`src/rtl/bit_serial_frame_io.sv`:
```
// Parallel-side endpoint for a bit-serial multiplier. It takes an operand pair, streams it
// out LSB-first with framing, and collects the serial product back into a parallel word.
module bit_serial_frame_io #(
  parameter int K         = 8,
  parameter int P_LATENCY = 1
) (
  input  logic           clk,
  input  logic           reset,
  input  logic           in_valid,
  output logic           in_ready,
  input  logic [K-1:0]   in_a,
  input  logic [K-1:0]   in_b,
  output logic           x,
  output logic           y,
  output logic           first_bit,
  output logic           last_bit,
  input  logic           p,
  output logic           out_valid,
  input  logic           out_ready,
  output logic [2*K-1:0] out_product
);

  localparam int W  = 2 * K;
  localparam int SW = $clog2(W);
  localparam int DW = $clog2(W + 1);

  localparam logic [1:0] IDLE  = 2'd0;
  localparam logic [1:0] SHIFT = 2'd1;
  localparam logic [1:0] DRAIN = 2'd2;
  localparam logic [1:0] DONE  = 2'd3;

  localparam logic [SW-1:0] LAST_SLOT     = SW'(W - 1);
  localparam logic [SW-1:0] PRE_LAST_SLOT = SW'(W - 2);
  localparam logic [DW-1:0] LAT           = DW'(P_LATENCY);

  logic [1:0]    state_q, state_d;
  logic [SW-1:0] slot_q, slot_d;
  logic [SW-1:0] capCnt_q, capCnt_d;
  logic [DW-1:0] delay_q, delay_d;
  logic [W-1:0]  aSh_q, aSh_d;
  logic [W-1:0]  bSh_q, bSh_d;
  logic [W-2:0]  prodSh_q, prodSh_d;
  logic [W-1:0]  product_q, product_d;
  logic          x_q, x_d;
  logic          y_q, y_d;
  logic          first_q, first_d;
  logic          last_q, last_d;

  always_comb begin
    state_d   = state_q;
    slot_d    = slot_q;
    capCnt_d  = capCnt_q;
    delay_d   = delay_q;
    aSh_d     = aSh_q;
    bSh_d     = bSh_q;
    prodSh_d  = prodSh_q;
    product_d = product_q;
    x_d       = 1'b0;
    y_d       = 1'b0;
    first_d   = 1'b0;
    last_d    = 1'b0;

    // Slot 0 is driven straight from the inputs, so the shift registers keep bits 1 and up.
    case (state_q)
      IDLE: begin
        if (in_valid) begin
          aSh_d    = {{K{1'b0}}, in_a} >> 1;
          bSh_d    = {{K{1'b0}}, in_b} >> 1;
          x_d      = in_a[0];
          y_d      = in_b[0];
          first_d  = 1'b1;
          slot_d   = '0;
          capCnt_d = '0;
          delay_d  = '0;
          prodSh_d = '0;
          state_d  = SHIFT;
        end
      end
      SHIFT: begin
        if (slot_q != LAST_SLOT) begin
          x_d    = aSh_q[0];
          y_d    = bSh_q[0];
          aSh_d  = aSh_q >> 1;
          bSh_d  = bSh_q >> 1;
          last_d = (slot_q == PRE_LAST_SLOT);
          slot_d = slot_q + 1'b1;
        end else begin
          state_d = DRAIN;
        end
      end
      DRAIN: begin
        state_d = DRAIN;
      end
      DONE: begin
        if (out_ready) begin
          state_d = IDLE;
        end
      end
      default: begin
        state_d = IDLE;
      end
    endcase

    // Captures lag the slots by P_LATENCY cycles and run on into DRAIN; the last one ends the frame.
    if (state_q == SHIFT || state_q == DRAIN) begin
      if (delay_q != LAT) begin
        delay_d = delay_q + 1'b1;
      end else begin
        prodSh_d = {p, prodSh_q[W-2:1]};
        capCnt_d = capCnt_q + 1'b1;
        if (capCnt_q == LAST_SLOT) begin
          product_d = {p, prodSh_q};
          state_d   = DONE;
        end
      end
    end
  end

  always_ff @(posedge clk) begin
    if (reset) begin
      state_q   <= IDLE;
      slot_q    <= '0;
      capCnt_q  <= '0;
      delay_q   <= '0;
      aSh_q     <= '0;
      bSh_q     <= '0;
      prodSh_q  <= '0;
      product_q <= '0;
      x_q       <= 1'b0;
      y_q       <= 1'b0;
      first_q   <= 1'b0;
      last_q    <= 1'b0;
    end else begin
      state_q   <= state_d;
      slot_q    <= slot_d;
      capCnt_q  <= capCnt_d;
      delay_q   <= delay_d;
      aSh_q     <= aSh_d;
      bSh_q     <= bSh_d;
      prodSh_q  <= prodSh_d;
      product_q <= product_d;
      x_q       <= x_d;
      y_q       <= y_d;
      first_q   <= first_d;
      last_q    <= last_d;
    end
  end

  assign in_ready    = (state_q == IDLE);
  assign out_valid   = (state_q == DONE);
  assign out_product = product_q;
  assign x           = x_q;
  assign y           = y_q;
  assign first_bit   = first_q;
  assign last_bit    = last_q;

endmodule
```
`config.mk`:
```
export PLATFORM = sky130hd
export DESIGN_NAME = bit_serial_frame_io
export DESIGN_NICKNAME = d
export VERILOG_FILES = /design/src/rtl/bit_serial_frame_io.sv
export SDC_FILE = /design/constraint.sdc
export NUM_CORES = 1
export LEC_CHECK = 0
export BUFFER_PORTS_ARGS = -buffer_cell sky130_fd_sc_hd__buf_2
export CAP_MARGIN = 10
export CORE_MARGIN = 2
export CORE_UTILIZATION = 45
export DETAILED_ROUTE_END_ITERATION = 6
export PLACE_DENSITY = 0.68
export SKIP_LAST_GASP = 1
export SLEW_MARGIN = 0
export SYNTH_ARGS = -nofsm -noshare
export SYNTH_HDL_FRONTEND = slang
export SYNTH_SLANG_ARGS = --single-unit
export TNS_END_PERCENT = 1
```
`constraint.sdc`:
```
create_clock -name clk -period 1.75 [get_ports clk]
set_input_delay 0 -clock clk [delete_from_list [all_inputs] [get_ports clk]]
set_output_delay 0 -clock clk [all_outputs]
set_load 0.02 [all_outputs]
```
Word level (Yosys, flattened, before mapping) --
Cells that the tools add are included.
Word-level totals: register bits 82, latch bits 0, bits in writable memories 0, bits in read-only memories 0, input bits 21, output and inout port bits 22, logic and storage cells 70, memories kept 0
Operators by class: add/sub/neg operators 3, multipliers 0, divide/modulo/power cells 0, order comparisons 0, equal/unequal tests 9, shift operators 0, multiplexer cells 35, bitwise operators 4, reduce and logical (&&, ||, !) cells 7
Operator list (count):
- 16-bit two-way mux | 4
- 16-bit one-hot mux with 2 select lines | 2
- 15-bit two-way mux | 4
- 4-bit two-way mux | 6
- 5-bit two-way mux | 4
- 2-bit two-way mux | 6
- 4-bit by 1-bit adder with 4-bit output (second input constant) | 2
- 4-bit equality test (second input constant) | 2
- 2-bit one-hot mux with 4 select lines | 1
- 4-bit one-hot mux with 2 select lines | 1
- 3-bit AND reduction | 2
- 5-bit by 1-bit adder with 5-bit output (second input constant) | 1
- 1-bit two-way mux | 5
- 5-bit by 1-bit != test with 1-bit output (second input constant) | 1
- 2-bit equality test (second input constant) | 2
- 2-bit != test (second input constant) | 2
- 4-bit != test (second input constant) | 1
- 1-bit NOT | 4
- 1-bit one-hot mux with 2 select lines | 2
- 3-bit OR reduction | 1
- 2-bit by 1-bit equality test with 1-bit output (second input constant) | 1
- 2-bit zero test | 1
- 2-bit nonzero test | 1
- 2-bit OR reduction | 1
- 1-bit logical OR | 1

Logic depth before layout (Yosys ltp) --
Gate-level depths: netlist of run 1.
depth in word-level cells 6, depth in mapped cells 8

Worst setup path before layout of run 1 --
Ideal clock, no wire load.
path type reg-to-reg, start register state_q[1], end register product_q[15], in the netlist out_product[15], setup time 70 ps, data arrival time 1856 ps, data required time 1680 ps, setup slack -177 ps, cell stages (with the launch flop) 9, buffers on the path 3, clock period less this slack 1927 ps, cell sequence dfxtp_1 inv_1 ha_1 clkbuf_1 and4_1 clkbuf_1 clkbuf_1 nand3_1 a21oi_1
On the way: cells in the longest elaborated chain, start to end 3
Ends and longest elaborated chain:
- from (decl) | RTL line 36 | logic [1:0] state_q, state_d;
- from (signal assigned) | RTL line 134 | state_q <= state_d;
- 2-bit by 1-bit equality test with 1-bit output / 2-bit equality test (equally long branches) | RTL line 105 | if (state_q == SHIFT || state_q == DRAIN) begin
- 1-bit logical OR * | RTL line 105
- 3-bit AND reduction (no source line) *
- to (signal assigned) | RTL line 141 | product_q <= product_d;
- to (decl) | RTL line 43 | logic [W-1:0] product_q, product_d;
Mark *: on every way between the ends. The rest lies on a longest branch, timed or not. A chain may end at the register's enable or synchronous reset.

Worst setup path in the final report of run 1 --
start register delay_q[1], end register capCnt_q[2]
On the way: cells in the longest elaborated chain, start to end 3
Ends and longest elaborated chain:
- from (decl) | RTL line 39 | logic [DW-1:0] delay_q, delay_d;
- from (signal assigned) | RTL line 137 | delay_q <= delay_d;
- 5-bit by 1-bit != test with 1-bit output | RTL line 106 | if (delay_q != LAT) begin
- 4-bit two-way mux | RTL line 106
- 4-bit two-way mux | RTL line 105
- to (signal assigned) | RTL line 136 | capCnt_q <= capCnt_d;
- to (decl) | RTL line 38 | logic [SW-1:0] capCnt_q, capCnt_d;
No other way between the ends.

==> flow_results.org, run 1 <==
** Routing
- Routed Wire Length :: 7010 um
- After the first detailed-routing iteration, the DRC count stood at 156.
- In the routed layout, each cell is associated on average with a via count of 5.89.
- Across all layers, the routed design uses 2780 vias.
- For this run, design rule violations remaining after detail routing come to 0.
- WL/cell :: 14.8 um
- Number of routed nets with antenna violations :: 0
- The pre-antenna-repair detailed-routing pass consisted of 4 iterations.

** Cells and area
- After the flow finishes, the layout carries non-filler instances totaling 472.
- Commonest cells after routing, fill and taps aside :: 63 x sky130_fd_sc_hd__dfxtp_1, 55 x sky130_fd_sc_hd__a21oi_1, 42 x sky130_fd_sc_hd__buf_2, 39 x sky130_fd_sc_hd__nand3_1
- Share of final-layout standard cells stronger than drive strength 1 :: 23.0%
- Leading cell type in the layout, fill and taps excluded :: sky130_fd_sc_hd__dfxtp_1
- The net count of the finished layout is 420.
- Layout Area Growth over Synthesis :: 26.2%
- 0 antenna diodes ended up in the layout.
- Once layout is done, the placed cells without fillers occupy 0.00365 mm^2.

** Power and ir drop
- Of the total power, the clock network draws 38.7%.
- Total design power :: 0.00329 W
- Combinational cells account for 14.7% of the total power.
- Flop pwr share :: 46.6%
- Total internal power :: 0.00236 W
- VDD sags by at most 0.568 mV.
- Of the total power, the share spent switching nets is 28.2%.
- Net switching power :: 0.000926 W
- Summed over all cells, the static leakage comes to 1.38 nW.
- Total power density per cell area :: 899 mW/mm^2

** STA
- Setup ws final :: 0.0293 ns
- For this run, the top clock speed supported by timing is 581 MHz.
- Worst clock skew :: 0.00846 ns
- Of the available clock period, the critical path in the final layout requires 98.3%.
- The tightest hold path in the finished design has a slack of 0.00374 ns.
- Relative slew slack :: 64.9%
- After layout, the minimum clock period comes to 1.72 ns.
- Setup-violating endpoint count in the final report :: 0
- The number of pins exceeding their max-slew limit in the final report was 0.
- For the pin with the worst max-slew slack, the measured transition is 0.526 ns.
- Final hold viol count :: 0
- Setup repair after global routing could not meet its margin everywhere.

** Worst setup path
- In this run the critical register-to-register path is captured at capCnt_q[2]$_SDFF_PP0_.
- Reg2Reg Depth :: 5
- Peak per-stage delay on the critical path :: 0.53 ns
- Worst Setup Path Type :: reg -> reg
- STA classifies the critical path endpoint as a flip-flop.
- CP bufs+invs :: 1
- Reg2Reg Launch Point :: delay_q[1]$_SDFF_PP0_
- The critical path starts at delay_q[1]$_SDFF_PP0_.
- On the critical path, the stage with the largest delay is an instance of sky130_fd_sc_hd__or4b_1.
- Crit path max fanout :: 5
- Counting buffers and inverters, the worst setup path is 5 cells deep.
- Worst Path Required :: 2.02 ns
- The worst setup path is launched from a flip-flop.
- The worst register-to-register path has a setup slack of 0.03 ns.
- Critical Path Sink :: capCnt_q[2]$_SDFF_PP0_
- The cell family contributing the most delay on the critical path is simple AND/OR/NAND/NOR gates.
- Sequence of cells on the critical path :: inv_1 > ha_1 > or4b_1 > or3_1 > a311oi_1
- At the worst endpoint, the arrival time is 1.99 ns.

** GRT
- The first global-routing pass estimated 11900 um of wire.
- Entering global routing, the biggest net connects 42 pins.
- GRT met2 Usage :: 32.4%
- Antenna violations before repair :: 0
- Routing layer with the top usage in global route :: met2
- Number of global-route vias before repair :: 2597
- Total global routing track utilization :: 20.4%
- GRT Residual Overflow :: 0
- Met3 layer usage reported by global route :: 4.72%
- Met1 routing resource usage after global routing :: 26.2%

** Synth
- Synthesis produced a netlist with a net count of 362.
- The top cell type by area accounts for 44.3% of the synthesized area.
- Summing the areas of all fa, ha and maj instances in the mapped netlist gives 3.89% of the synthesized area.
- The synthesized netlist devotes 15.8% of its cell area to simple gates.
- Averaged over all synthesized cells, the footprint is 8.72 um^2.
- After technology mapping, the gate count stands at 332.
- Largest cells by area after synthesis :: sky130_fd_sc_hd__dfxtp_1 44%, sky130_fd_sc_hd__a21oi_1 9.5%, sky130_fd_sc_hd__nand3_1 6.7%
- Yosys mapped a number of flops with a built-in enable equal to 0.
- The synthesized netlist devotes 25.1% of its cell area to compound gates.
- Mux share of post-synthesis cell area :: 5.23%
- Leading area contributor after synthesis :: sky130_fd_sc_hd__dfxtp_1
- Most used DFF post-synth :: sky130_fd_sc_hd__dfxtp_1
- Of the total synthesized cell area, the portion taken by XOR and XNOR cells is 0.303%.
- Of the synthesized area, sequential elements account for 44.3%.
- The synthesized design contains 64 register bits.
- For this run, the number of Yosys warnings is 0.
- Main combinational cell family by area after synthesis :: compound AO/OA/AOI/OAI gates
- Synthesis instantiated 36 different standard cells from the library.
- The cell area that synthesis handed to floorplanning was 0.00290 mm^2.
- Of all flip-flops after synthesis, the portion carrying an async set or reset was 0%.

** Placed design
- Buffers placed on the I/O ports in this run total 42.
- Summing all placed instances gives a cell area of 0.00332 mm^2.
- Post-Place Cells :: 444
- HPWL reported at the end of detailed placement :: 4440 um
- The congestion estimate from routability-driven global placement came to 0.862.
- OpenSTA, run right after detailed placement, puts the worst setup slack at -0.0181 ns.

** Job
- The tool flagged a number of max-cap violations equal to 0.

** Run status
- Status :: complete, no violations

** Die
- In this run the standard cell core region covers 0.00628 mm^2.
- For this configuration, the core starts out at a cell density of 46.1%.
- Height of the chip :: 84.2 um
- 43 I/O pins were placed.
- Standard-cell rows :: 29
- The die is 84.2 um wide.
- Die footprint :: 0.00709 mm^2

** CTS
- The H-tree was split into 3 levels.
- In this run, CTS created clock tree buffers numbering 9.
- Clock tree from TritonCTS :: built
- After clock tree synthesis, the clock-pin slew on the worst setup and hold paths is 0.08 ns.
- For the worst-skew pair, the clock arrives at the later sink with an insertion delay of 0.35 ns.
- Post-CTS Setup Repair Bufs :: 0
- The clock net in this run drives a total of 64 sinks.
- The clock passes through at most 2 buffers.
- Clock root buffer master :: sky130_fd_sc_hd__clkbuf_8

** Min path
- The tightest min-delay check is of the in -> reg type.
==> synth_stat cells (all sizes together), types with 3 or more instances <==
library cell / count
nand2: 7
mux2i: 14
a21oi: 55
a31oi: 3
a211oi: 13
or4: 3
inv: 6
nand4b: 4
nand3: 39
nand4: 5
a311oi: 3
buf: 4
o21ai: 23
ha: 9
o211ai: 19
or3: 4
clkbuf: 30
nor2: 4
dfxtp: 64
nor3: 3
==> worst min path at each step <==
stage / start / endpoint / slack [ns] / cells past startpoint
after floorplan: in_a[7] / aSh_q[6]$_SDFFE_PP0P_ / 0.14 / 2
after global placement: in_b[7] / bSh_q[6]$_SDFFE_PP0P_ / 0.26 / 3
after detailed placement: in_b[7] / bSh_q[6]$_SDFFE_PP0P_ / 0.26 / 3
after CTS: in_a[4] / aSh_q[3]$_SDFFE_PP0P_ / 0.0008 / 3
after global routing: in_a[4] / aSh_q[3]$_SDFFE_PP0P_ / 0.03 / 3
final: in_a[4] / aSh_q[3]$_SDFFE_PP0P_ / 0.004 / 3
==> flip-flops by register name, indices dropped and copies added, names as in the netlist <==
register and cells:
aSh_q 7, bSh_q 7, capCnt_q 4, delay_q 5, first_bit 1, last_bit 1
out_product 16, prodSh_q 15, slot_q 4, state_q 2, x 1, y 1
==> tightest hold or removal path, delay by kind of cell <==
kind	cells	cell delay (ns)
multiplexers	1	0.13
buffers and inverters	1	0.09
AO/OA/AOI/OAI	1	0.08
==> cell families (layout without fill, tap and decap cells) <==
logic type,after synthesis,in the layout
AO/OA/AOI/OAI,122,122
AND/OR/NAND/NOR,80,80
flip-flops,64,64
buffers and inverters,41,104
multiplexers,15,15
adder cells (fa/ha/maj),9,9
XOR/XNOR,1,1
==> timing repair <==
action / in CTS / in global routing
endpoints found under the setup margin: 4 / 51
hold endpoints to repair: 13 / 0
cloned: 0 / 0
hold buffers: 12 / 0
gates resized for setup: 1 / 6
==> routing by layer <==
layer / vias to the layer above / part of all wire (%)
met1: 1336 / 47
met4: 0 / 2.5
met2: 59 / 47
met3: 19 / 3.7
met5: - / 0
li1: 1366 / -
==> final cells by class <==
class	count	area (um^2)
Tap cell	77	96.3
Clock buffer	9	124
Multi-Input combinational cell	227	1470
Sequential cell	64	1280
Clock inverter	7	72.6
Inverter	7	28.8
Timing Repair Buffer	81	578
Fill cell	559	2620
==> power groups by stage <==
stage                     clock (W)  combinational [W]  sequential [W]
after floorplan                   0           0.000286         0.00156
after global placement            0           0.000441         0.00156
after detailed placement          0           0.000445         0.00156
after CTS                   0.00130           0.000470         0.00153
after global routing        0.00135           0.000528         0.00153
final                       0.00127           0.000483         0.00153
==> through the flow <==
stage	util (%)	TNS [ns]
2_1_floorplan	-	-0.0191
3_3_place_gp	52.9	0
3_5_place_dp	52.9	-0.0181
4_1_cts	58.0	-0.00894
5_1_grt	58.2	-0.689
6_report	58.2	0
No activity file was read; power rests on OpenSTA's default activity.
==> run 2: changes to the inputs <==
--- a/config.mk
+++ b/config.mk
@@ -11,6 +11,7 @@
 export CORE_UTILIZATION = 45
 export DETAILED_ROUTE_END_ITERATION = 6
 export PLACE_DENSITY = 0.68
+export REMOVE_ABC_BUFFERS = 1
 export SKIP_LAST_GASP = 1
 export SLEW_MARGIN = 0
 export SYNTH_ARGS = -nofsm -noshare
==> run 2 against run 1 <==
Against the previous run:
- the run now ends with negative hold slack left
- cell area up 1.5%
- hold slack worse by 0.0045 ns
- die area unchanged
- register-to-register slack better by 0.02 ns
- sequential share of layout area down 0.55 points
- cell count up 1.3%
- core utilization up 0.88 points
- first-iteration DRC count up 29%
- total power up 0.36%
- clock skew down 0.0024 ns
- setup slack better by 0.022 ns
- flip-flop and latch count unchanged
- critical path type unchanged
- largest cell class unchanged
- largest power group unchanged
- highest routed layer unchanged
==> flow_results.org, run 2 (synthesis results as in run 1) <==
** Run status
- Status :: finished, violations left
- Failing checks :: negative hold slack

** Worst setup path
- For the worst flop-to-flop path, the logic depth is 5.
- Across all register-to-register paths, the minimum setup slack is 0.05 ns.
- STA classifies the critical path endpoint as a flip-flop.
- Worst Path Required :: 2.01 ns
- The worst setup path is of the reg -> reg kind.
- The worst setup path is launched from a flip-flop.
- WP data arrival :: 1.96 ns
- Reg2Reg Launch Point :: state_q[0]$_SDFF_PP0_
- Endpoint of the worst-slack reg-to-reg timing path :: slot_q[3]$_SDFFE_PP0P_
- Along the worst path, the maximum fanout reaches 4.

** Cells and area
- Leading cell type in the layout, fill and taps excluded :: sky130_fd_sc_hd__dfxtp_1
- The finished layout holds 478 standard cells, fillers aside.
- At the end of the flow, the number of nets in the layout was 426.
- Antenna Cells :: 0
- The register with the most flip-flops in the layout has 16 of them.
- Layout Area Growth over Synthesis :: 28.1%
- Layout Utilization :: 59.1%
- In the final layout, the share of cells above drive strength 1 is 24.4%.
- The layout has 550 filler cells.
- Leaving out fill and tap cells, the most frequent cells in the layout are 64 x sky130_fd_sc_hd__dfxtp_1, 55 x sky130_fd_sc_hd__a21oi_1, 42 x sky130_fd_sc_hd__buf_2, 39 x sky130_fd_sc_hd__nand3_1, 27 x sky130_fd_sc_hd__buf_4.

** Routing
- First DRT Iteration DRCs :: 201
- Total via count after detailed routing :: 2745
- In the final routed layout, each cell accounts on average for 14.5 um.
- Routed Wire Length :: 6950 um
- The first detailed-routing pass took 4 iterations.
- Dividing the detail-routed via count by the number of cells gives 5.74.
- Number of routed nets with antenna violations :: 0
- For this run, design rule violations remaining after detail routing come to 0.

** Power and ir drop
- Portion of total power attributed to the clock network :: 38.7%
- The design draws 0.00330 W.
- VDD sags by at most 0.650 mV.
- Summed over all cells, the static leakage comes to 1.42 nW.
- Switching power share of the total :: 26.9%
- Sequential cells burn 46.4% of the power.
- Internal power comes to 0.00241 W.
- Combinational share of power :: 14.9%
- Net switching power :: 0.000887 W
- For this design the ratio of total power to cell area is 889 mW/mm^2.

** GRT
- Global routing used 20.8% of the available tracks.
- Number of global-route vias before repair :: 2684
- Pin count of the biggest net entering global routing :: 39
- Wire length of the first global-routing pass :: 12100 um
- The total overflow left after global routing is 0.
- Antenna violations before repair :: 0

** CTS
- Clock slew at reported path FFs :: 0.07 ns
- The longest clock path from root to sink contains 2 buffers.
- TritonCTS built the clock tree.
- The clock tree synthesis step divided the H-tree into 3 levels.
- Total clock buffers created by CTS :: 9
- For this design, the sink count on the clock tree is 64.
- After clock tree synthesis, the setup repair step added 0 buffers.
- In this run the clock root is driven by a sky130_fd_sc_hd__clkbuf_8.
- Clock insertion delay at the later pin of the skew report :: 0.35 ns

** Die
- The die is 84.2 um wide.
- Row generation in the floorplan step produced 29 rows.
- Num ports :: 43
- The die is 84.2 um tall.
- Die footprint :: 0.00709 mm^2
- Starting density of the core :: 46.1%
- Area of the placeable core :: 0.00628 mm^2

** STA
- Pins over their slew limit :: 0
- Measured slew at the worst slew-check pin :: 0.533 ns
- Highest Clock Rate :: 589 MHz
- Final hold viol count :: 1
- Worst clock skew :: 0.00608 ns
- After routing, the total negative slack on setup checks comes to 0 ns.
- Setup violations remaining at the end of the flow were counted as 0.
- RSZ-0062 raised after global routing :: true
- Tcrit/Tclk final :: 97.1%
- In this run the tightest slew margin relative to its limit is 64.5%.
- Hold WS :: -0.000781 ns
- Shortest clock period the worst path allows after layout :: 1.70 ns

** Min path
- The min-delay analysis places its worst path in the category in -> reg.
- Along the worst hold path, the cell count comes to 3.
- Worst hold endpoint :: aSh_q[3]$_SDFFE_PP0P_
- Source of the worst hold timing path :: in_a[4]

** Placed design
- Detailed placement ended at an HPWL of 4430 um.
- Routability-driven placement finished with a final weighted congestion of 0.766.
- Buffers added on ports :: 42
- Including well taps, the total number of placed cells is 450.

** Job
- Across the run, the number of max-cap violations was 0.
## run 2: changes by cell type in the layout (fill, tap and decap cells not counted), sizes merged
| cell | before | now |
|---|---|---|
| buf | 69 | 75 |
| clkinvlp | 2 | 1 |
| clkbuf | 9 | 11 |
| clkinv | 4 | 3 |
## run 2: layout make-up
cell class	instances	area (um^2)	area share [%]
multi-input cells	227	1480	39.9
inverters	7	26.3	0.708
clock inverters	5	56.3	1.52
clock buffers	11	141	3.81
flip-flops and latches	64	1280	34.5
well taps	77	96.3	2.60
repair buffers	87	627	16.9
## run 2: through the flow
stage	setup slack [ns]	cell area (um^2)
finish	0.0515	3710
global route	-0.0500	3710
CTS	-0.0412	3680
detailed placement	-0.0959	3360
global placement	-0.0178	3360
floorplan	-1.04	2760
## run 2: worst max-delay path by stage
stage | slack, ns | from | endpoint
5_1_grt | -0.05 | state_q[0]$_SDFF_PP0_ | out_product[1]$_SDFFE_PP0P_
4_1_cts | -0.04 | state_q[0]$_SDFF_PP0_ | delay_q[3]$_SDFF_PP0_
2_1_floorplan | -1.04 | delay_q[0]$_SDFF_PP0_ | capCnt_q[2]$_SDFF_PP0_
3_5_place_dp | -0.1 | state_q[0]$_SDFF_PP0_ | bSh_q[3]$_SDFFE_PP0P_
6_report | 0.05 | state_q[0]$_SDFF_PP0_ | slot_q[3]$_SDFFE_PP0P_
3_3_place_gp | -0.02 | delay_q[1]$_SDFF_PP0_ | capCnt_q[2]$_SDFF_PP0_
## run 2: repair_timing
| item | in CTS | in global routing |
|---|---|---|
| hold buffers | 12 | 0 |
| endpoints found under the hold margin | 13 | 0 |
| resized for setup | 1 | 11 |
| endpoints found under the setup margin | 26 | 53 |
## run 2: worst max-delay path, stage by stage, from the launching register on
cell and delay [ns]:
sky130_fd_sc_hd__dfxtp_1 0.38, sky130_fd_sc_hd__inv_1 0.08, sky130_fd_sc_hd__ha_2 0.19, sky130_fd_sc_hd__mux2i_1 0.18, sky130_fd_sc_hd__or4_1 0.54, sky130_fd_sc_hd__a211oi_1 0.24
## run 2: routing by layer
metal  vias up  part of all wire [%]  GRT usage (%)
met1      1304                    43           24.6
met2        65                    52           36.6
met4         0                  0.73           5.72
met5         -                     0              0
li1       1369                     -              -
met3         7                   4.3           6.29
## run 2: power groups by stage
stage	clock [W]	combinational (W)	sequential, W
after floorplan	0	0.000240	0.00156
after global placement	0	0.000454	0.00156
after detailed placement	0	0.000455	0.00156
after CTS	0.00130	0.000479	0.00153
after global routing	0.00137	0.000540	0.00154
final	0.00127	0.000492	0.00153
==> run 3: changes to the inputs <==
--- a/config.mk
+++ b/config.mk
@@ -10,7 +10,7 @@
 export CORE_MARGIN = 2
 export CORE_UTILIZATION = 45
 export DETAILED_ROUTE_END_ITERATION = 6
-export PLACE_DENSITY = 0.68
+export PLACE_DENSITY = 0.65
 export REMOVE_ABC_BUFFERS = 1
 export SKIP_LAST_GASP = 1
 export SLEW_MARGIN = 0
==> constraint.sdc (replaced) <==
create_clock -name clk -period 1.9 [get_ports clk]
set_input_delay 0 -clock clk [delete_from_list [all_inputs] [get_ports clk]]
set_output_delay 0 -clock clk [all_outputs]
set_load 0.02 [all_outputs]
==> run 3 against run 2 <==
Against the previous run:
- the flow now finishes without violations
- first-iteration DRC count decreased by 37%
- non-clock buffer count decreased by 20
- hold slack gained 0.011 ns
- critical endpoint is now bSh_q[1]$_SDFFE_PP0P_
- largest cell class unchanged
- highest routed layer unchanged
==> flow_results.org, run 3 (synthesis results as in run 1) <==
** Cells and area
- Antenna Cells :: 0
- The library cells used most frequently in the layout, excluding fill and tap cells, are 64 x sky130_fd_sc_hd__dfxtp_1, 55 x sky130_fd_sc_hd__a21oi_1, 42 x sky130_fd_sc_hd__buf_2, 39 x sky130_fd_sc_hd__nand3_1, 23 x sky130_fd_sc_hd__o21ai_0.
- Layout Utilization :: 55.7%
- After the flow finishes, the layout carries non-filler instances totaling 458.
- The library cell used most frequently in the layout, excluding fill and tap cells, is sky130_fd_sc_hd__dfxtp_1.
- The area growth from synthesis to layout is 20.8%.
- For this run, the post-layout net count is 406.
- Number of flip-flops in the largest register :: 16
- Cells with a size suffix above 1 make up 21.8% of the layout.

** Die
- The initial utilization of the core area, before any placement, comes to 46.1%.
- Pin placement for this block handled 43 I/O pins.
- Height of the chip :: 84.2 um
- Area of the placeable core :: 0.00628 mm^2
- The floorplan step defined a die boundary enclosing 0.00709 mm^2.
- In this run the horizontal extent of the chip is 84.2 um.
- Standard-cell rows :: 29

** Run status
- Status :: complete, no violations

** STA
- For the finished layout, the period the worst path requires is 1.85 ns.
- Setup ws final :: 0.0503 ns
- The number of pins exceeding their max-slew limit in the final report is 0.
- Relative slew slack :: 61.3%
- Setup repair after global routing could not meet its margin everywhere.
- Tcrit/Tclk final :: 97.4%
- Final hold viol count :: 0
- For the pin with the worst max-slew slack, the measured transition is 0.580 ns.
- Hold is met by 0.0101 ns.
- Setup-violating endpoint count in the final report :: 0
- Worst clock skew :: 0.00773 ns
- Timing would allow up to 541 MHz.

** Power and ir drop
- VDD sags by at most 0.489 mV.
- Total power density per cell area :: 847 mW/mm^2
- Leakage power total :: 1.30 nW

** Worst setup path
- Critical path startpoint :: state_q[0]$_SDFF_PP0_
- The worst register-to-register path ends at bSh_q[1]$_SDFFE_PP0P_.
- Startpoint kind of the worst setup timing path :: flip-flop
- WP data arrival :: 2.09 ns
- Worst Path Required :: 2.14 ns
- The worst setup path is captured at a flip-flop.
- In this run the critical register-to-register path is launched from state_q[0]$_SDFF_PP0_.
- Measured in cells, the most critical reg-to-reg path has a length of 5.
- The most critical setup path has its endpoint at bSh_q[1]$_SDFFE_PP0P_.
- The worst setup path is of the reg -> reg kind.
- In this run the worst path has a maximum fanout of 23.
- For flop-to-flop paths, the worst setup slack is 0.05 ns.

** Routing
- First drt pass iteration count :: 4
- Average vias per placed instance :: 5.71
- Dividing the detail-routed wire length by the instance count gives 14.5 um.
- Total via count after detailed routing :: 2616
- Number of routed nets with antenna violations :: 0
- # DRC :: 0
- First DRT Iteration DRCs :: 127
- Routed Wire Length :: 6660 um

** Placed design
- Detailed placement finished with a half-perimeter wire length of 4260 um.
- Buffers added on ports :: 42
- Pre-CTS worst setup slack :: 0.00511 ns
- Final RePlAce weighted congestion :: 0.835
- After detailed placement, the design holds a cell count of 437.

** CTS
- Once the clock tree was built, the setup fixing pass inserted 0 buffers.
- Clock latency on the worst-skew pair, taken at its later pin, is 0.33 ns.
- Clock tree from TritonCTS :: built
- Total clock buffers created by CTS :: 9
- The H-tree was split into 3 levels.
- Clock slew at reported path FFs :: 0.07 ns
- Max Buffers Root-to-Sink :: 2
- For this design, the sink count on the clock tree is 64.
- Clock root buffer master :: sky130_fd_sc_hd__clkbuf_8

** GRT
- Total global routing track utilization :: 19.6%
- Entering global routing, the biggest net connects 35 pins.
- After global routing the overflow that remains totals 0.
- Wire length of the first global-routing pass :: 11500 um
- Number of global-route vias before repair :: 2607
- The initial antenna violation count was 0.

** Job
- Max capacitance violation total :: 0

** Min path
- Tightest Hold Check Type :: in -> reg
[run 3: cell types whose count changed in the layout (fill, tap and decap cells not counted), sizes merged]
| cell | delta |
|---|---|
| dlygate4sd3 | -7 |
| clkinvlp | +2 |
| buf | -13 |
| clkbuf | -2 |
[run 3: worst min path at each step]
stage | start | to | slack [ns] | depth (start not counted)
after CTS | in_a[6] | aSh_q[5]$_SDFFE_PP0P_ | 0.002 | 3
after detailed placement | in_a[7] | aSh_q[6]$_SDFFE_PP0P_ | 0.25 | 3
after global routing | in_b[3] | bSh_q[2]$_SDFFE_PP0P_ | 0.01 | 3
after floorplan | reset | aSh_q[6]$_SDFFE_PP0P_ | 0.07 | 1
final | in_a[6] | aSh_q[5]$_SDFFE_PP0P_ | 0.01 | 3
after global placement | in_b[7] | bSh_q[6]$_SDFFE_PP0P_ | 0.25 | 3
[run 3: report_power, final]
group / switching, W / leakage (nW) / internal (W)
Combinational: 0.000248 / 0.685 / 0.000151
Clock: 0.000548 / 0.0916 / 0.000605
Sequential: 0.0000250 / 0.520 / 0.00139
[run 3: critical path, cell delays in order (launching register included)]
cell                       delay (ns)
sky130_fd_sc_hd__dfxtp_1         0.40
sky130_fd_sc_hd__ha_1            0.22
sky130_fd_sc_hd__buf_4           0.32
sky130_fd_sc_hd__mux2_2          0.43
sky130_fd_sc_hd__a21oi_1         0.13
sky130_fd_sc_hd__a211oi_1        0.25
[run 3: cell type report]
type | instances | area [um^2]
Fill cell | 598 | 2780
Multi-Input combinational cell | 227 | 1470
Sequential cell | 64 | 1280
Timing Repair Buffer | 67 | 427
Clock buffer | 9 | 124
Tap cell | 77 | 96.3
Clock inverter | 7 | 71.3
Inverter | 7 | 26.3
[run 3: metrics by stage]
| step | cell area, um^2 | total power (W) | TNS, ns |
|---|---|---|---|
| finish | 3500 | 0.00296 | 0 |
| global placement | 3240 | 0.00182 | 0 |
| CTS | 3490 | 0.00298 | 0 |
| global route | 3500 | 0.00311 | -0.0985 |
| floorplan | 2760 | 0.00166 | -32.59 |
| detailed placement | 3240 | 0.00182 | 0 |
[run 3: what timing repair did]
| item | 4_1_cts | 5_1_grt |
|---|---|---|
| endpoints found under the hold margin | 6 | 0 |
| endpoints found under the setup margin | 6 | 27 |
| gates resized for setup | 1 | 3 |
| hold buffers | 5 | 0 |
[run 3: routing by layer]
metal	up-vias	GRT usage, %	routed length, um
li1	1332	-	-
met1	1221	24.3	3060
met2	56	33.6	3290
met3	7	3.83	238
met4	0	7.77	77
met5	-	0	0
